File: src/rtl/rvcpu_mem_pkg.sv
// -----------------------------------------------------------------------------
// rvcpu_mem_pkg
// Shared definitions for the RVCPU data-memory bridge:
//   - dm_rd_ctrl / dm_wr_ctrl encodings
//   - bridge FSM state type
//   - access_bytes(): size in bytes of the access selected by the control codes
// -----------------------------------------------------------------------------
package rvcpu_mem_pkg;

    // Load types carried on dm_rd_ctrl
    localparam logic [2:0] RD_NONE = 3'd0;
    localparam logic [2:0] RD_LB   = 3'd1;
    localparam logic [2:0] RD_LBU  = 3'd2;
    localparam logic [2:0] RD_LH   = 3'd3;
    localparam logic [2:0] RD_LHU  = 3'd4;
    localparam logic [2:0] RD_LW   = 3'd5;
    localparam logic [2:0] RD_LWU  = 3'd6;
    localparam logic [2:0] RD_LD   = 3'd7;

    // Store types carried on dm_wr_ctrl; codes 5-7 behave as WR_NONE
    localparam logic [2:0] WR_NONE = 3'd0;
    localparam logic [2:0] WR_SB   = 3'd1;
    localparam logic [2:0] WR_SH   = 3'd2;
    localparam logic [2:0] WR_SW   = 3'd3;
    localparam logic [2:0] WR_SD   = 3'd4;

    typedef enum logic [1:0] {
        IDLE = 2'd0,
        BUSY = 2'd1,
        DONE = 2'd2
    } state_t;

    // A valid store wins over any load code; 0 means no access.
    function automatic logic [3:0] access_bytes(input logic [2:0] rd_ctrl,
                                                input logic [2:0] wr_ctrl);
        logic [3:0] n;
        case (wr_ctrl)
            WR_SB:   n = 4'd1;
            WR_SH:   n = 4'd2;
            WR_SW:   n = 4'd4;
            WR_SD:   n = 4'd8;
            default: begin
                case (rd_ctrl)
                    RD_LB, RD_LBU: n = 4'd1;
                    RD_LH, RD_LHU: n = 4'd2;
                    RD_LW, RD_LWU: n = 4'd4;
                    RD_LD:         n = 4'd8;
                    default:       n = 4'd0;
                endcase
            end
        endcase
        return n;
    endfunction

endpackage

File: src/rtl/dm_bridge_if.sv
// -----------------------------------------------------------------------------
// dm_bridge_if
// req/ack memory bus between dm_bridge (master) and the data memory (slave).
//   mem_req   request valid            mem_we    1 = write, 0 = read
//   mem_addr  8-byte aligned address   mem_wstrb byte-lane enables (writes)
//   mem_wdata lane-replicated data     mem_ack   completion (rdata valid)
//   mem_rdata 8-byte aligned read data
// -----------------------------------------------------------------------------
interface dm_bridge_if #(
    parameter int ADDR_W = 64
);
    logic              mem_req;
    logic              mem_we;
    logic [ADDR_W-1:0] mem_addr;
    logic [7:0]        mem_wstrb;
    logic [63:0]       mem_wdata;
    logic              mem_ack;
    logic [63:0]       mem_rdata;

    modport master (
        output mem_req, mem_we, mem_addr, mem_wstrb, mem_wdata,
        input  mem_ack, mem_rdata
    );

    modport slave (
        input  mem_req, mem_we, mem_addr, mem_wstrb, mem_wdata,
        output mem_ack, mem_rdata
    );
endinterface

File: src/rtl/dm_lane.sv
// -----------------------------------------------------------------------------
// dm_lane
// Purely combinational byte-lane logic for dm_bridge.
//   rd_ctrl, wr_ctrl  CPU load/store codes
//   off               dm_addr[2:0], byte offset inside the 8-byte word
//   din               low-aligned store data
//   captured          8-byte word returned by memory
//   is_wr / access    decoded store / any-access flags
//   misalign          access breaks natural alignment
//   wstrb / wdata     write lanes and lane-replicated store data
//   load_data         extracted and extended load result
// -----------------------------------------------------------------------------
module dm_lane
    import rvcpu_mem_pkg::*;
(
    input  logic [2:0]  rd_ctrl,
    input  logic [2:0]  wr_ctrl,
    input  logic [2:0]  off,
    input  logic [63:0] din,
    input  logic [63:0] captured,
    output logic        is_wr,
    output logic        access,
    output logic        misalign,
    output logic [7:0]  wstrb,
    output logic [63:0] wdata,
    output logic [63:0] load_data
);
    logic [3:0]  nbytes;
    logic [63:0] shifted;

    always_comb begin
        is_wr  = (wr_ctrl >= WR_SB) && (wr_ctrl <= WR_SD);
        access = is_wr || (rd_ctrl != RD_NONE);
        nbytes = access_bytes(rd_ctrl, wr_ctrl);

        // nbytes is 0 for no access, so misalign is already gated by access
        case (nbytes)
            4'd2:    misalign = off[0];
            4'd4:    misalign = (off[1:0] != 2'b00);
            4'd8:    misalign = (off != 3'b000);
            default: misalign = 1'b0;
        endcase

        wstrb = 8'h00;
        wdata = 64'h0;
        case (wr_ctrl)
            WR_SB: begin
                wstrb = 8'h01 << off;
                wdata = {8{din[7:0]}};
            end
            WR_SH: begin
                wstrb = 8'h03 << off;
                wdata = {4{din[15:0]}};
            end
            WR_SW: begin
                wstrb = 8'h0F << off;
                wdata = {2{din[31:0]}};
            end
            WR_SD: begin
                wstrb = 8'hFF;
                wdata = din;
            end
            default: ;
        endcase

        shifted = captured >> {off, 3'b000};
        case (rd_ctrl)
            RD_LB:   load_data = {{56{shifted[7]}},  shifted[7:0]};
            RD_LBU:  load_data = {56'h0,             shifted[7:0]};
            RD_LH:   load_data = {{48{shifted[15]}}, shifted[15:0]};
            RD_LHU:  load_data = {48'h0,             shifted[15:0]};
            RD_LW:   load_data = {{32{shifted[31]}}, shifted[31:0]};
            RD_LWU:  load_data = {32'h0,             shifted[31:0]};
            RD_LD:   load_data = shifted;
            default: load_data = 64'h0;
        endcase
    end
endmodule

File: src/rtl/dm_bridge.sv
// -----------------------------------------------------------------------------
// dm_bridge
// Turns single-cycle RVCPU data-memory accesses into one 8-byte aligned
// req/ack bus transaction each, stalling the CPU until completion.
//   clk, rst            clock; asynchronous active-low reset
//   dm_rd_ctrl          load type (0 none, LB..LD)
//   dm_wr_ctrl          store type (0 none, SB..SD, 5-7 none)
//   dm_addr, dm_din     byte address and low-aligned store data
//   dm_dout             extended load result, valid in DONE
//   stall               freezes PC while an access is in flight
//   misalign            combinational alignment violation flag
//   bus_err             one-cycle pulse in DONE after a timeout abort
//   mem                 master side of the memory bus
// FSM: IDLE -> BUSY (request outstanding) -> DONE (one cycle) -> IDLE.
// -----------------------------------------------------------------------------
module dm_bridge
    import rvcpu_mem_pkg::*;
#(
    parameter int TIMEOUT = 255,
    parameter int ADDR_W  = 64
) (
    input  logic              clk,
    input  logic              rst,
    input  logic [2:0]        dm_rd_ctrl,
    input  logic [2:0]        dm_wr_ctrl,
    input  logic [ADDR_W-1:0] dm_addr,
    input  logic [63:0]       dm_din,
    output logic [63:0]       dm_dout,
    output logic              stall,
    output logic              misalign,
    output logic              bus_err,
    dm_bridge_if.master       mem
);
    localparam int               CNT_W    = (TIMEOUT > 1) ? $clog2(TIMEOUT) : 1;
    localparam logic [CNT_W-1:0] CNT_LAST = CNT_W'(TIMEOUT - 1);

    state_t            state_q, state_d;
    logic [CNT_W-1:0]  cnt_q;
    logic [63:0]       cap_q;
    logic              bus_err_q;
    logic              req_q, we_q;
    logic [ADDR_W-1:0] addr_q;
    logic [7:0]        wstrb_q;
    logic [63:0]       wdata_q;

    logic              is_wr, access, lane_misalign;
    logic [7:0]        wstrb_c;
    logic [63:0]       wdata_c, load_c;

    dm_lane u_lane (
        .rd_ctrl   (dm_rd_ctrl),
        .wr_ctrl   (dm_wr_ctrl),
        .off       (dm_addr[2:0]),
        .din       (dm_din),
        .captured  (cap_q),
        .is_wr     (is_wr),
        .access    (access),
        .misalign  (lane_misalign),
        .wstrb     (wstrb_c),
        .wdata     (wdata_c),
        .load_data (load_c)
    );

    always_ff @(posedge clk or negedge rst) begin
        if (!rst) begin
            state_q <= IDLE;
        end else begin
            state_q <= state_d;
        end
    end

    always_comb begin
        state_d = state_q;
        stall   = 1'b0;
        dm_dout = 64'h0;
        case (state_q)
            IDLE: begin
                if (access && !lane_misalign) begin
                    stall   = 1'b1;
                    state_d = BUSY;
                end
            end
            BUSY: begin
                stall = 1'b1;
                if (mem.mem_ack || (cnt_q == CNT_LAST)) begin
                    state_d = DONE;
                end
            end
            DONE: begin
                // A store's completion returns nothing to the register file
                dm_dout = is_wr ? 64'h0 : load_c;
                state_d = IDLE;
            end
            default: state_d = IDLE;
        endcase
        // Keep the CPU free while reset is asserted even if it presents an access
        if (!rst) begin
            stall = 1'b0;
        end
    end

    always_ff @(posedge clk or negedge rst) begin
        if (!rst) begin
            req_q     <= 1'b0;
            we_q      <= 1'b0;
            addr_q    <= '0;
            wstrb_q   <= 8'h00;
            wdata_q   <= 64'h0;
            cap_q     <= 64'h0;
            cnt_q     <= '0;
            bus_err_q <= 1'b0;
        end else begin
            bus_err_q <= 1'b0;
            case (state_q)
                IDLE: begin
                    if (state_d == BUSY) begin
                        req_q   <= 1'b1;
                        we_q    <= is_wr;
                        addr_q  <= {dm_addr[ADDR_W-1:3], 3'b000};
                        wstrb_q <= wstrb_c;
                        wdata_q <= wdata_c;
                        cnt_q   <= '0;
                    end
                end
                BUSY: begin
                    if (mem.mem_ack) begin
                        cap_q <= mem.mem_rdata;
                        req_q <= 1'b0;
                    end else if (cnt_q == CNT_LAST) begin
                        // Abort: a timed-out load reads back as zero
                        cap_q     <= 64'h0;
                        req_q     <= 1'b0;
                        bus_err_q <= 1'b1;
                    end else begin
                        cnt_q <= cnt_q + 1'b1;
                    end
                end
                default: ;
            endcase
        end
    end

    assign misalign      = lane_misalign;
    assign bus_err       = bus_err_q;
    assign mem.mem_req   = req_q;
    assign mem.mem_we    = we_q;
    assign mem.mem_addr  = addr_q;
    assign mem.mem_wstrb = wstrb_q;
    assign mem.mem_wdata = wdata_q;
endmodule

File: src/flat_wrapper.sv
// flat-port wrapper written by rule: the top's interface ports become plain ports
module dm_bridge_flat import rvcpu_mem_pkg::*;
#(
    parameter int TIMEOUT = 255,
    parameter int ADDR_W  = 64
)
  (clk, rst, dm_rd_ctrl, dm_wr_ctrl, dm_addr, dm_din, dm_dout, stall, misalign, bus_err, mem_mem_req, mem_mem_we, mem_mem_addr, mem_mem_wstrb, mem_mem_wdata, mem_mem_ack, mem_mem_rdata);
  dm_bridge_if #(.ADDR_W(ADDR_W)) mem_i ();
  input  logic clk;
  input  logic rst;
  input  logic [2:0] dm_rd_ctrl;
  input  logic [2:0] dm_wr_ctrl;
  input  logic [ADDR_W-1:0] dm_addr;
  input  logic [63:0] dm_din;
  output logic [63:0] dm_dout;
  output logic stall;
  output logic misalign;
  output logic bus_err;
  output wire logic [$bits(mem_i.mem_req)-1:0] mem_mem_req;
  output wire logic [$bits(mem_i.mem_we)-1:0] mem_mem_we;
  output wire logic [$bits(mem_i.mem_addr)-1:0] mem_mem_addr;
  output wire logic [$bits(mem_i.mem_wstrb)-1:0] mem_mem_wstrb;
  output wire logic [$bits(mem_i.mem_wdata)-1:0] mem_mem_wdata;
  input wire logic [$bits(mem_i.mem_ack)-1:0] mem_mem_ack;
  input wire logic [$bits(mem_i.mem_rdata)-1:0] mem_mem_rdata;
  assign mem_mem_req = mem_i.mem_req;
  assign mem_mem_we = mem_i.mem_we;
  assign mem_mem_addr = mem_i.mem_addr;
  assign mem_mem_wstrb = mem_i.mem_wstrb;
  assign mem_mem_wdata = mem_i.mem_wdata;
  assign mem_i.mem_ack = mem_mem_ack;
  assign mem_i.mem_rdata = mem_mem_rdata;
  dm_bridge #(.TIMEOUT(TIMEOUT), .ADDR_W(ADDR_W)) u_core (.clk(clk), .rst(rst), .dm_rd_ctrl(dm_rd_ctrl), .dm_wr_ctrl(dm_wr_ctrl), .dm_addr(dm_addr), .dm_din(dm_din), .dm_dout(dm_dout), .stall(stall), .misalign(misalign), .bus_err(bus_err), .mem(mem_i));
endmodule
File: config.mk
export PLATFORM = sky130hd
export DESIGN_NAME = dm_bridge_flat
export DESIGN_NICKNAME = d
export VERILOG_FILES = /design/src/rtl/rvcpu_mem_pkg.sv /design/src/rtl/dm_bridge_if.sv /design/src/rtl/dm_lane.sv /design/src/rtl/dm_bridge.sv /design/src/flat_wrapper.sv
export SDC_FILE = /design/constraint.sdc
export NUM_CORES = 1
export LEC_CHECK = 0
export BUFFER_PORTS_ARGS = -buffer_cell sky130_fd_sc_hd__buf_2
export CORE_AREA = 3 3 157 159
export CTS_CLUSTER_DIAMETER = 100
export DETAILED_ROUTE_END_ITERATION = 10
export DIE_AREA = 0 0 160 162
export PLACE_DENSITY_LB_ADDON = 0.15
export SYNTH_ARGS = -nofsm -noshare
export SYNTH_HDL_FRONTEND = slang
export SYNTH_SLANG_ARGS = --single-unit
File: constraint.sdc
create_clock -name clk -period 6.1 [get_ports clk]
set_input_delay 0.915 -clock clk [delete_from_list [all_inputs] [get_ports clk]]
set_output_delay 0.915 -clock clk [all_outputs]
set_load 0.05 [all_outputs]
### Word-level counts from Yosys, hierarchy flattened

Index checks and enable logic that the tools add are counted.
W data, S select, Z words.

| operators by class | value |
|---|---|
| muxes and demuxes | 27 |
| eq/ne operators | 22 |
| magnitude comparators | 2 |
| add/sub/neg operators | 1 |
| shifts and indexed selects | 4 |
| reduce and logical (&&, ||, !) cells | 18 |

Operators with widths:

| operator | count |
|---|---|
| $pmux W64 S7 | 1 |
| $mux W64 | 4 |
| $pmux W64 S4 | 1 |
| $shr A64 B6 Y64 | 1 |
| $pmux W4 S4 | 2 |
| $pmux W8 S4 | 1 |
| $mux W8 | 3 |
| $pmux W8 S2 | 1 |
| $eq A3 B3 Y1 const B | 5 |
| $eq A3 B2 Y1 const B | 4 |
| $add A8 B1 Y8 const B | 1 |
| $eq A8 B8 Y1 const B | 1 |
| $mux W1 | 8 |
| $shl A1 B3 Y8 const A | 1 |
| $shl A2 B3 Y8 const A | 1 |
| $shl A4 B3 Y8 const A | 1 |
| $eq A3 B1 Y1 const B | 2 |
| $reduce_bool A2 Y1 | 3 |
| $reduce_bool A3 Y1 | 2 |
| $reduce_or A2 Y1 | 3 |
| $eq A2 B1 Y1 const B | 2 |
| $eq A4 B2 Y1 const B | 1 |
| $eq A4 B3 Y1 const B | 1 |
| $eq A4 B4 Y1 const B | 1 |
| other kinds (17) | 23 |

| storage, ports and cells | value |
|---|---|
| register bits | 210 |
| word-level logic and storage cells | 83 |

### Longest topological paths before layout

Gate-level depths: netlist (run 1).

| depth | value |
|---|---|
| depth in word-level cells | 13 |
| depth in mapped cells | 9 |
| gate-level depth less buffers | 7 |

### Modules after synthesis

A second synthesis (run 1) with hierarchy kept.

| second synthesis, totals | value |
|---|---|
| cells, all modules | 1,519 |
| area total of the unflattened synthesis | 12,886.1 um2 |

By module, submodules not included:

| module | area each (um2) | times used | cells an instance |
|---|---|---|---|
| dm_bridge | 9,093.7 | 1 | 989 |
| dm_lane | 3,792.4 | 1 | 530 |

### Worst setup path after synthesis (run 1)

Ideal clock, no wire load.

| path | value |
|---|---|
| path type | input to output |
| start | input port dm_addr[0] |
| end | output port dm_dout[32] |
| required time | 5.185 ns |
| setup slack | 1.953 ns |
| stages | 9 |
| data arrival time | 3.232 ns |
| cell sequence | buf_2 > buf_4 > mux2i_1 > mux4_2 > o22a_1 > buf_2 > o31a_1 > buf_2 > a21oi_1 |

| between the ends | value |
|---|---|
| cells in the longest elaborated chain, start to end | 4 |

Ends and longest elaborated chain:

| element | line | text |
|---|---|---|
| start, declared | flat_wrapper.sv:13 | `input logic [ADDR_W-1:0] dm_addr;` |
| $shr A64 B6 Y64 | dm_lane.sv:66 | `shifted = captured >> {off, 3'b000};` |
| $pmux W64 S7 | dm_lane.sv:67 | `case (rd_ctrl)` |
| $mux W64 | dm_bridge.sv:91 | `dm_dout = is_wr ? 64'h0 : load_c;` |
| $mux W64 | dm_bridge.sv:76 | `case (state_q)` |
| end, declared | flat_wrapper.sv:15 | `output logic [63:0] dm_dout;` |

Every way passes these cells.

### Worst setup path after layout (run 1)

| path | value |
|---|---|
| start | input port dm_addr[0] |
| end | output port dm_dout[39] |

The elaborated chain is that of the path after synthesis.

==> out/summary.txt, run 1 <==
area of the multi-input gates = 5508 µm²
synth unique cells = 61
Critical R2R Launch = u_core.state_q[0]
GPL Wtd Cong = 0.9605
Crit. End Element = primary output
die height = 162 µm
ys async rst share = 100.0%
CP endpoint = dm_dout[39]
Leak = 0.007051 µW
max frequency = 200.2 MHz
hold_buf cts = 0
final setup fails = 0
WP data arrival = 4.08 ns
CTS Root Cell = clkbuf_16
layout cell share with drive strength beyond 1 = 38.75%
num ports = 406
largest area contributor in the synthesized netlist = dfrtp_1
HP Class = input pin to asynchronous set/reset pin
sequential fraction of the synthesis area = 46.05%
Final Critical Period = 4.996 ns
Die ar. = 25920 µm²
Core Rows = 56
Die Width = 160 µm
largest net degree at the start of global routing = 82
post-DR wirelength/cell = 20.85 µm
Via density = 5.618
Least-Margin Pin Slew = 1.059 ns
register cell area after layout = 5255 µm²
port bufs = 402
clk sinks = 210
crit share post-route = 81.90%
Worst Path Required = 5.18 ns
latest clock arrival within the worst-skew pair = 0.52 ns
RR Endpoint = u_core.mem.mem_addr[20]
DRT Pass-1 Iters = 5
area grow syn2layout = 25.95%
Routed WL = 37.65 mm
Final Power = 7986 µW
via count = 10146
slew margin rel. = 29.40%
# Post-CTS Setup Buffers = 0
fillcell total = 2159
Worst Setup Start Kind = input pin
max-cap violations = 0
cts bufs inserted = 24
crit path kind = input pin to primary output
Max FO, Critical Path = 77
CP startpoint = dm_addr[0]
TritonCTS clock tree = yes
Synth top area share = 46.05%
met2 Track Usage GR = 45.99%
vias in the first global route = 10138
global route overflow = 0
R2R depth = 5
Synthesis Warnings = 0
R2R Setup Slk = 3.55 ns
starting DRC count in detailed routing = 847
#FFs+latches synth = 210
Residual DRC = 0
met1 Track Usage GR = 37.11%
HPWL Detailed = 27.77 mm
Cell Pwr Density = 555.6 nW/µm²
Synth area leaders = dfrtp_1 (46%), mux2_2 (8.7%), mux2i_1 (8.4%)
layout net count = 1671
initial antenna violation count = 4
Final Hold Fails = 0
Worst Skew = 0.01184 ns
EDFF count, synth = 0
Clock transition at path regs = 0.06 ns
effective utilization at floorplan = 48.76%
Final Max Slew Viols = 0
Core Region = 23400 µm²
met3 Use GR = 4.769%
RSZ-0062 raised after global routing = false
Syn Std Cell Area = 11410 µm²
Syn Inst Count = 1126
antenna-violating nets left = 0
Max Root-Sink Buffers = 3
Syn Area/Cell = 10.14 µm²
VDD IR-drop max = 0.3654 mV
status = finished clean
post-CTS resize count = 0
TNS Setup = 0 ns
global-route wire length before repair = 57.33 mm
# H-tree levels = 1
Top Usage Layer GRT = met2
Top FF cell, synth = dfrtp_1
Tot GR Track Use = 27.75%
## cells in the mapped netlist, types with 6 or more instances
cell type and instances:
a21oi_1 129, or3_1 8, a211oi_1 28, buf_1 12, and2_1 10, nor2_1 42, nand2_1 89, o21ai_0 40
a21o_1 10, nor2b_1 25, inv_1 55, mux4_2 7, and3_1 6, a22oi_1 11, dfrtp_1 210, o22ai_1 9
nand3_1 20, mux2_4 10, nand2b_1 6, clkbuf_1 53, buf_2 30, mux2_2 88, mux2i_1 96, a22o_1 64
## sequential cells by signal, indices dropped and copies added, names as in the netlist
register and count:
u_core.cap_q 64, u_core.mem.mem_we 1, u_core.cnt_q 8, u_core.mem.mem_wstrb 8, u_core.bus_err 1, u_core.mem.mem_wdata 64, u_core.mem.mem_req 1, u_core.state_q 2
u_core.mem.mem_addr 61
## cells by family (layout without fill, tap and decap cells)
kind of cell	Yosys count	in the layout	share of synthesized area (%)
other	1	6	0.03286
flip-flops	210	210	46.05
adder cells (fa/ha/maj)	2	2	0.2192
AO/OA/AOI/OAI	316	316	17.87
XOR/XNOR	6	6	0.4605
AND/OR/NAND/NOR	231	231	9.681
buffers and inverters	159	515	5.887
multiplexers	201	201	19.80
## worst min path at each step
stage	cells past startpoint	startpoint	slack (ns)	endpoint
after floorplan	1	u_core.cap_q[0]	0.47	u_core.cap_q[0]
after CTS	1	rst	0.44	u_core.mem.mem_wdata[42]
after detailed placement	1	u_core.cap_q[4]	0.49	u_core.cap_q[4]
final	1	rst	0.41	u_core.mem.mem_wdata[42]
after global placement	1	u_core.mem.mem_addr[12]	0.48	u_core.mem.mem_addr[12]
after global routing	1	rst	0.48	u_core.mem.mem_wdata[42]
## metrics by stage
step           instance area (µm²)  hold WS (ns)  std cells  worst slack [ns]  util, %
6_report                     14370        0.4102       1806             1.104    61.42
4_1_cts                      14370        0.4438       1803             1.213    61.39
2_1_floorplan                11420        0.4651       1128             1.953        -
3_3_place_gp                 13500        0.4827       1761             1.259    57.70
3_5_place_dp                 13500        0.4888       1761             1.221    57.70
5_1_grt                      14370        0.4784       1806            0.9827    61.42
## placed cells by master, fill, tap and decap left out, types with 4 or more instances in the layout
| master | synthesis | routed |
|---|---|---|
| o22a_1 | 4 | 4 |
| nor2b_1 | 25 | 25 |
| buf_4 | 4 | 15 |
| mux2_4 | 10 | 10 |
| a22o_1 | 64 | 64 |
| and2_1 | 10 | 9 |
| clkinv_2 | 0 | 5 |
| clkbuf_16 | 0 | 24 |
| nor2_1 | 42 | 42 |
| nand3_1 | 20 | 20 |
| bufinv_16 | 0 | 6 |
| nand2b_1 | 6 | 5 |
| or2_2 | 5 | 5 |
| buf_2 | 30 | 400 |
| nand2_1 | 89 | 89 |
| xor2_1 | 5 | 5 |
| o22ai_1 | 9 | 9 |
| o21ai_0 | 40 | 40 |
| mux2i_1 | 96 | 96 |
| and3_1 | 6 | 5 |
| a21oi_1 | 129 | 129 |
| or3_1 | 8 | 8 |
| nor3_1 | 5 | 5 |
| mux2_2 | 88 | 88 |
| mux4_2 | 7 | 7 |
| a21o_1 | 10 | 10 |
| a22oi_1 | 11 | 11 |
| inv_1 | 55 | 55 |
| a211oi_1 | 28 | 28 |
| dfrtp_1 | 210 | 210 |
## worst max-delay path, stage by stage
cell,delay (ns)
buf_4,0.77
mux2i_1,0.39
mux4_2,0.32
o22a_1,0.66
o31a_1,0.24
buf_4,0.31
a21oi_1,0.13
buf_2,0.27
## where the power goes
part	internal, µW	switching (µW)
logic	1220	2700
clock network	988	590
registers	2030	459
## layout make-up
cell class                      count  share of cell area, %
Antenna cell                        3                0.05223
Clock buffer                       28                  4.352
Clock inverter                     14                  1.645
Inverter                           57                  1.489
Multi-Input combinational cell    759                  38.32
Sequential cell                   210                  36.56
Tap cell                          319                  2.777
Timing Repair Buffer              416                  14.81
## layer usage
layer | wire [µm] | up-vias
li1 | - | 4701
met1 | 15560 | 4904
met2 | 18020 | 454
met3 | 2768 | 83
met4 | 1284 | 4
met5 | 21 | -
Power figures use the tool's default switching activity.
==> inputs of run 2 (changes only) <==
--- a/config.mk
+++ b/config.mk
@@ -6,10 +6,11 @@
 export NUM_CORES = 1
 export LEC_CHECK = 0
 export BUFFER_PORTS_ARGS = -buffer_cell sky130_fd_sc_hd__buf_2
-export CORE_AREA = 3 3 157 159
+export CORE_ASPECT_RATIO = 1.1
+export CORE_MARGIN = 3
+export CORE_UTILIZATION = 46
 export CTS_CLUSTER_DIAMETER = 100
 export DETAILED_ROUTE_END_ITERATION = 10
-export DIE_AREA = 0 0 160 162
 export PLACE_DENSITY_LB_ADDON = 0.15
 export SYNTH_ARGS = -nofsm -noshare
 export SYNTH_HDL_FRONTEND = slang
==> constraint.sdc (replaced) <==
create_clock -name clk -period 4.56 [get_ports clk]
set_input_delay 0.684 -clock clk [delete_from_list [all_inputs] [get_ports clk]]
set_output_delay 0.684 -clock clk [all_outputs]
set_load 0.05 [all_outputs]
==> run 2 against run 1 <==
Against the previous run:
- utilization decreased by 1.5 points
- first-iteration DRC count fell by 4.1%
- setup slack worse by 0.38 ns
- via count up 0.68%
- register-to-register slack got worse by 1.4 ns
- total power increased by 33%
- critical path depth stayed put
- final area up 0.37%
- sequential share of layout area fell by 0.13 points
- clock-buffer cell count is 4 higher
- sequential power up 34%
- non-clock buffer count is 8 higher
- critical path type unchanged
==> out/summary.txt, run 2 (synthesized netlist as in run 1, its figures left out) <==
# Post-CTS Setup Buffers = 0 (unchanged)
Via density = 5.678 (+1.1%)
CP cell instances = buf_4, mux2i_1, mux4_2, o22a_1, o31a_1, buf_12, a21oi_1, buf_2
final setup fails = 0 (unchanged)
WP data arrival = 3.15 ns (-0.93 ns)
HP Class = input pin to asynchronous set/reset pin
Final Max Slew Viols = 0 (unchanged)
Final Hold Fails = 0 (unchanged)
TritonCTS clock tree = yes
antenna-violating nets left = 0 (unchanged)
slew margin rel. = 24.71% (-4.7 points)
GPL Wtd Cong = 0.9362 (-2.5%)
clk sinks = 210 (unchanged)
dpl cells = 1755 (-0.34%)
layout net count = 1679 (+0.48%)
post-CTS resize count = 0 (unchanged)
VDD IR-drop max = 0.5560 mV (+52%)
Util after Layout = 59.95% (-1.5 points)
vias in the first global route = 10312 (+1.7%)
RSZ-0062 raised after global routing = false
TNS Setup = 0 ns (unchanged)
die height = 171.2 µm (+5.7%)
effective utilization at floorplan = 47.42% (-1.3 points)
DRT Pass-1 Iters = 7 (+2)
cts bufs inserted = 24 (unchanged)
Die ar. = 26740 µm² (+3.2%)
Cell Pwr Density = 736.5 nW/µm² (+33%)
Final Critical Period = 3.833 ns
via count = 10215 (+0.68%)
Worst Setup Start Kind = input pin
CTS Root Cell = clkbuf_16
post-DR wirelength/cell = 21.15 µm (+1.4%)
Max FO, Critical Path = 33 (-57%)
Worst Skew = 0.02101 ns (+0.009167 ns)
initial antenna violation count = 2 (-2)
Leak = 0.007095 µW (+0.63%)
Core Rows = 59 (+5.4%)
max frequency = 260.9 MHz
Routed WL = 38.04 mm (+1.0%)
largest net degree at the start of global routing = 113 (+38%)
latest clock arrival within the worst-skew pair = 0.53 ns (about the same)
num ports = 406 (unchanged)
layout cell share with drive strength beyond 1 = 39.12% (+0.37 points)
crit path kind = input pin to primary output
Least-Margin Pin Slew = 1.129 ns (+0.07031 ns)
area grow syn2layout = 26.41%
port bufs = 402 (unchanged)
# H-tree levels = 1 (unchanged)
Die Width = 156.2 µm (-2.4%)
Crit. End Element = primary output
fillcell total = 2110 (-2.3%)
commonest non-fill, non-tap cell in the layout = buf_2
max-cap violations = 0 (unchanged)
critical path's slowest cell = o31a_1
most frequent cells in the layout = buf_2 (400), dfrtp_1 (210), a21oi_1 (129)
Clock transition at path regs = 0.06 ns (about the same)
global route overflow = 0 (unchanged)
starting DRC count in detailed routing = 812 (-4.1%)
global-route wire length before repair = 57.42 mm (+0.17%)
Worst Path Required = 3.88 ns (-1.30 ns)
hold_buf cts = 0 (unchanged)
Tot GR Track Use = 27.08% (-0.68 points)
fin cells = 1799 (-0.39%)
crit share post-route = 84.06%
status = finished clean
crit-path max cell delay = 0.51 ns (-0.26 ns)
Residual DRC = 0 (unchanged)
HPWL Detailed = 28.15 mm (+1.4%)
Core Region = 24070 µm² (+2.8%)
Max Root-Sink Buffers = 3 (unchanged)
-- run 2: cell count changes in the layout (fill, tap and decap cells not counted) --
cell and delta:
buf_4 +6, clkbuf_8 +4, buf_12 +2, bufinv_16 -2, diode_2 -2, clkinv_2 -1
-- run 2: layout make-up --
type	instances	area (µm²)	area share, %
Multi-Input combinational cell	759	5508	38.18
Sequential cell	210	5255	36.43
Timing Repair Buffer	424	2213	15.34
Clock buffer	32	680.7	4.718
Tap cell	305	381.6	2.645
Inverter	57	214.0	1.483
Clock inverter	11	171.4	1.188
Antenna cell	1	2.502	0.01735
-- run 2: critical path: cells and delay by family --
kind | cells | cell delay (ns)
buf+inv | 3 | 0.85
mux | 2 | 0.83
compound gates | 3 | 0.77
-- run 2: final timing paths --
kind                       depth (start not counted)  slack [ns]                       end               start
max                                                8        0.73               dm_dout[39]          dm_addr[0]
min                                                1        0.24  u_core.mem.mem_wdata[10]                 rst
max reg2reg                                        5        2.17   u_core.mem.mem_addr[56]   u_core.state_q[0]
min reg2reg                                        2        0.48        u_core.mem.mem_req  u_core.mem.mem_req
max in group asynchronous                          2        2.91  u_core.mem.mem_wdata[39]                 rst
min in group clk                                   2        0.36          u_core.cap_q[40]   mem_mem_rdata[40]
-- run 2: metal layers --
metal | vias up | track usage (%) | share of wire [%]
met5 | - | 0 | 0.055
li1 | 4715 | - | -
met2 | 513 | 46.29 | 49
met1 | 4889 | 34.16 | 39
met3 | 94 | 5.813 | 8.6
met4 | 4 | 9.517 | 3.7
-- run 2: power by group --
part / switching [µW] / leakage, µW / internal (µW)
Combinational: 3590 / 0.00407 / 1640
Clock: 787 / 0.000415 / 1270
Sequential: 616 / 0.00261 / 2710
-- run 2: through the flow --
step           setup WS (ns)  cell area [µm²]  power, µW  hold WS, ns
6_report              0.7267            14430      10630       0.2413
3_5_place_dp          0.7956            13570       8578       0.4642
3_3_place_gp          0.8480            13570       8493       0.4636
5_1_grt               0.5961            14420      11130       0.2921
2_1_floorplan         0.8753            11420       7175       0.3884
4_1_cts               0.7906            14420      10670       0.2607
==> inputs of run 3 (changes only) <==
--- a/config.mk
+++ b/config.mk
@@ -6,11 +6,10 @@
 export NUM_CORES = 1
 export LEC_CHECK = 0
 export BUFFER_PORTS_ARGS = -buffer_cell sky130_fd_sc_hd__buf_2
-export CORE_ASPECT_RATIO = 1.1
-export CORE_MARGIN = 3
-export CORE_UTILIZATION = 46
+export CORE_AREA = 3 3 159 161
 export CTS_CLUSTER_DIAMETER = 100
 export DETAILED_ROUTE_END_ITERATION = 10
+export DIE_AREA = 0 0 162 164
 export PLACE_DENSITY_LB_ADDON = 0.15
 export SYNTH_ARGS = -nofsm -noshare
 export SYNTH_HDL_FRONTEND = slang
==> constraint.sdc (replaced) <==
create_clock -name clk -period 3.78 [get_ports clk]
set_input_delay 0.567 -clock clk [delete_from_list [all_inputs] [get_ports clk]]
set_output_delay 0.567 -clock clk [all_outputs]
set_load 0.05 [all_outputs]
==> run 3 against run 2 <==
Against the previous run:
- largest cell class unchanged
- hold slack improved by 0.0054 ns
- global-route usage decreased by 0.48 points
- combinational power increased by 21%
- critical path depth increased by 1
- utilization about the same
- largest power group unchanged
- clock skew decreased by 0.0027 ns
- wire length decreased by 2.2%
==> out/summary.txt, run 3 (synthesized netlist as in run 1, its figures left out) <==
Cell Pwr Density = 874.9 nW/µm² (+19%)
Routed WL = 37.21 mm (-2.2%)
Worst Setup Start Kind = input pin
HP Class = input pin to flop
Seq pwr share = 31.7% (+0.4 points)
Core Region = 24110 µm² (+0.17%)
WP data arrival = 2.89 ns (-0.26 ns)
Core Rows = 57 (-3.4%)
post-CTS resize count = 0 (unchanged)
CP cell instances = buf_2, buf_4, or2_2, nor2_1, a211oi_1, o31a_1, buf_4, a21oi_1, buf_2
Worst Skew = 0.01830 ns (-0.002710 ns)
Least-Margin Pin Slew = 0.8897 ns (-0.2396 ns)
status = finished clean
VDD IR-drop max = 0.6241 mV (+12%)
layout net count = 1686 (+0.42%)
Die ar. = 26570 µm² (-0.63%)
switching share of power = 47.62% (+0.59 points)
clk sinks = 210 (unchanged)
Final Hold Fails = 0 (unchanged)
CTS Root Cell = clkbuf_16
antenna-violating nets left = 0 (unchanged)
layout cell share with drive strength beyond 1 = 39.31% (+0.19 points)
Worst Path Required = 3.21 ns (-0.67 ns)
post-DR wirelength/cell = 20.38 µm (-3.6%)
Tot GR Track Use = 26.59% (-0.48 points)
Leak = 0.007100 µW (about the same)
Die Width = 162 µm (+3.7%)
global-route wire length before repair = 56.02 mm (-2.4%)
most frequent cells in the layout = buf_2 (400), dfrtp_1 (210), a21oi_1 (129)
DRT Pass-1 Iters = 8 (+1)
crit-path max cell delay = 0.47 ns (-0.04 ns)
TNS Setup = 0 ns (unchanged)
critical path's slowest cell = a211oi_1
TritonCTS clock tree = yes
combinational share of power = 50.0% (+0.7 points)
latest clock arrival within the worst-skew pair = 0.53 ns (about the same)
die height = 164 µm (-4.2%)
Cell Area, Placed = 13640 µm² (+0.51%)
initial antenna violation count = 5 (+3)
slew margin rel. = 40.69% (+16 points)
HPWL Detailed = 27.90 mm (-0.90%)
Clock transition at path regs = 0.07 ns (about the same)
num ports = 406 (unchanged)
RSZ-0062 raised after global routing = false
port bufs = 402 (unchanged)
area grow syn2layout = 26.59%
starting DRC count in detailed routing = 771 (-5.0%)
# Post-CTS Setup Buffers = 0 (unchanged)
Via density = 5.593 (-1.5%)
largest net degree at the start of global routing = 105 (-7.1%)
final setup fails = 0 (unchanged)
vias in the first global route = 9975 (-3.3%)
cts bufs inserted = 24 (unchanged)
final instance area = 14450 µm² (+0.14%)
commonest non-fill, non-tap cell in the layout = buf_2
via count = 10213 (-0.020%)
GPL Wtd Cong = 0.9420 (+0.62%)
crit share post-route = 91.40%
CP Buf/Inv Count = 4 (+1)
Clock Power Share = 18.3% (-1.1 points)
Final Critical Period = 3.455 ns
Top Family by Delay on Critical Path = buffers and inverters
Max Root-Sink Buffers = 3 (unchanged)
Crit. End Element = primary output
max-cap violations = 0 (unchanged)
Net Sw Power = 6019 µW (+20%)
crit path kind = input pin to primary output
global route overflow = 0 (unchanged)
effective utilization at floorplan = 47.34% (-0.079 points)
# H-tree levels = 1 (unchanged)
max frequency = 289.4 MHz
Final Max Slew Viols = 0 (unchanged)
P_int = 6621 µW (+18%)
Max FO, Critical Path = 32 (-3.0%)
Residual DRC = 0 (unchanged)
## run 3: path summary, 6_finish.rpt
check,from,to,slack [ns],cells past startpoint
worst max-delay path,dm_addr[1],dm_dout[58],0.33,9
worst min-delay path,mem_mem_rdata[41],u_core.cap_q[41],0.25,2
worst max register to register,u_core.cnt_q[0],u_core.cap_q[5],1.41,7
worst min register to register,u_core.mem.mem_req,u_core.mem.mem_req,0.50,2
max in group asynchronous,rst,u_core.mem.mem_addr[35],1.95,3
min in group asynchronous,rst,u_core.cap_q[41],0.56,2
## run 3: area by class of cell
cell class	instances	area (µm²)
clock inverters	10	95.09
fillers	2180	9659
well taps	324	405.4
repair buffers	431	2268
diodes	1	2.502
flip-flops and latches	210	5255
clock buffers	34	698.2
inverters	57	214.0
multi-input cells	759	5508
## run 3: repair_timing
| item | in CTS | in global routing |
|---|---|---|
| hold buffers | 1 | 0 |
| hold endpoints to repair | 18 | 0 |
| endpoints found under the setup margin | 0 | 0 |
## run 3: per-layer routing
layer | GRT usage [%] | vias up | share of wire (%)
li1 | - | 4761 | -
met1 | 35.07 | 4935 | 41
met2 | 44.23 | 444 | 48
met3 | 6.230 | 65 | 8.5
met4 | 7.328 | 8 | 2.6
met5 | 0 | - | 0.11
## run 3: power by group through the flow
stage / logic [µW] / clock network, µW / registers (µW)
finish: 6320 / 2310 / 4000
global route: 6660 / 2460 / 4130
CTS: 6340 / 2360 / 3990
detailed placement: 6320 / 0 / 4010
global placement: 6270 / 0 / 3990
floorplan: 2420 / 0 / 6240
## run 3: through the flow
| step | setup WS [ns] | util, % | cells | power (µW) | hold slack (ns) |
|---|---|---|---|---|---|
| global placement | 0.4062 | 56.59 | 1780 | 10260 | 0.4744 |
| CTS | 0.3822 | 59.92 | 1825 | 12690 | 0.2303 |
| floorplan | 0.3293 | - | 1128 | 8655 | 0.2714 |
| detailed placement | 0.3768 | 56.59 | 1780 | 10330 | 0.4894 |
| finish | 0.3251 | 59.93 | 1826 | 12640 | 0.2467 |
| global route | 0.2250 | 59.93 | 1826 | 13240 | 0.2365 |
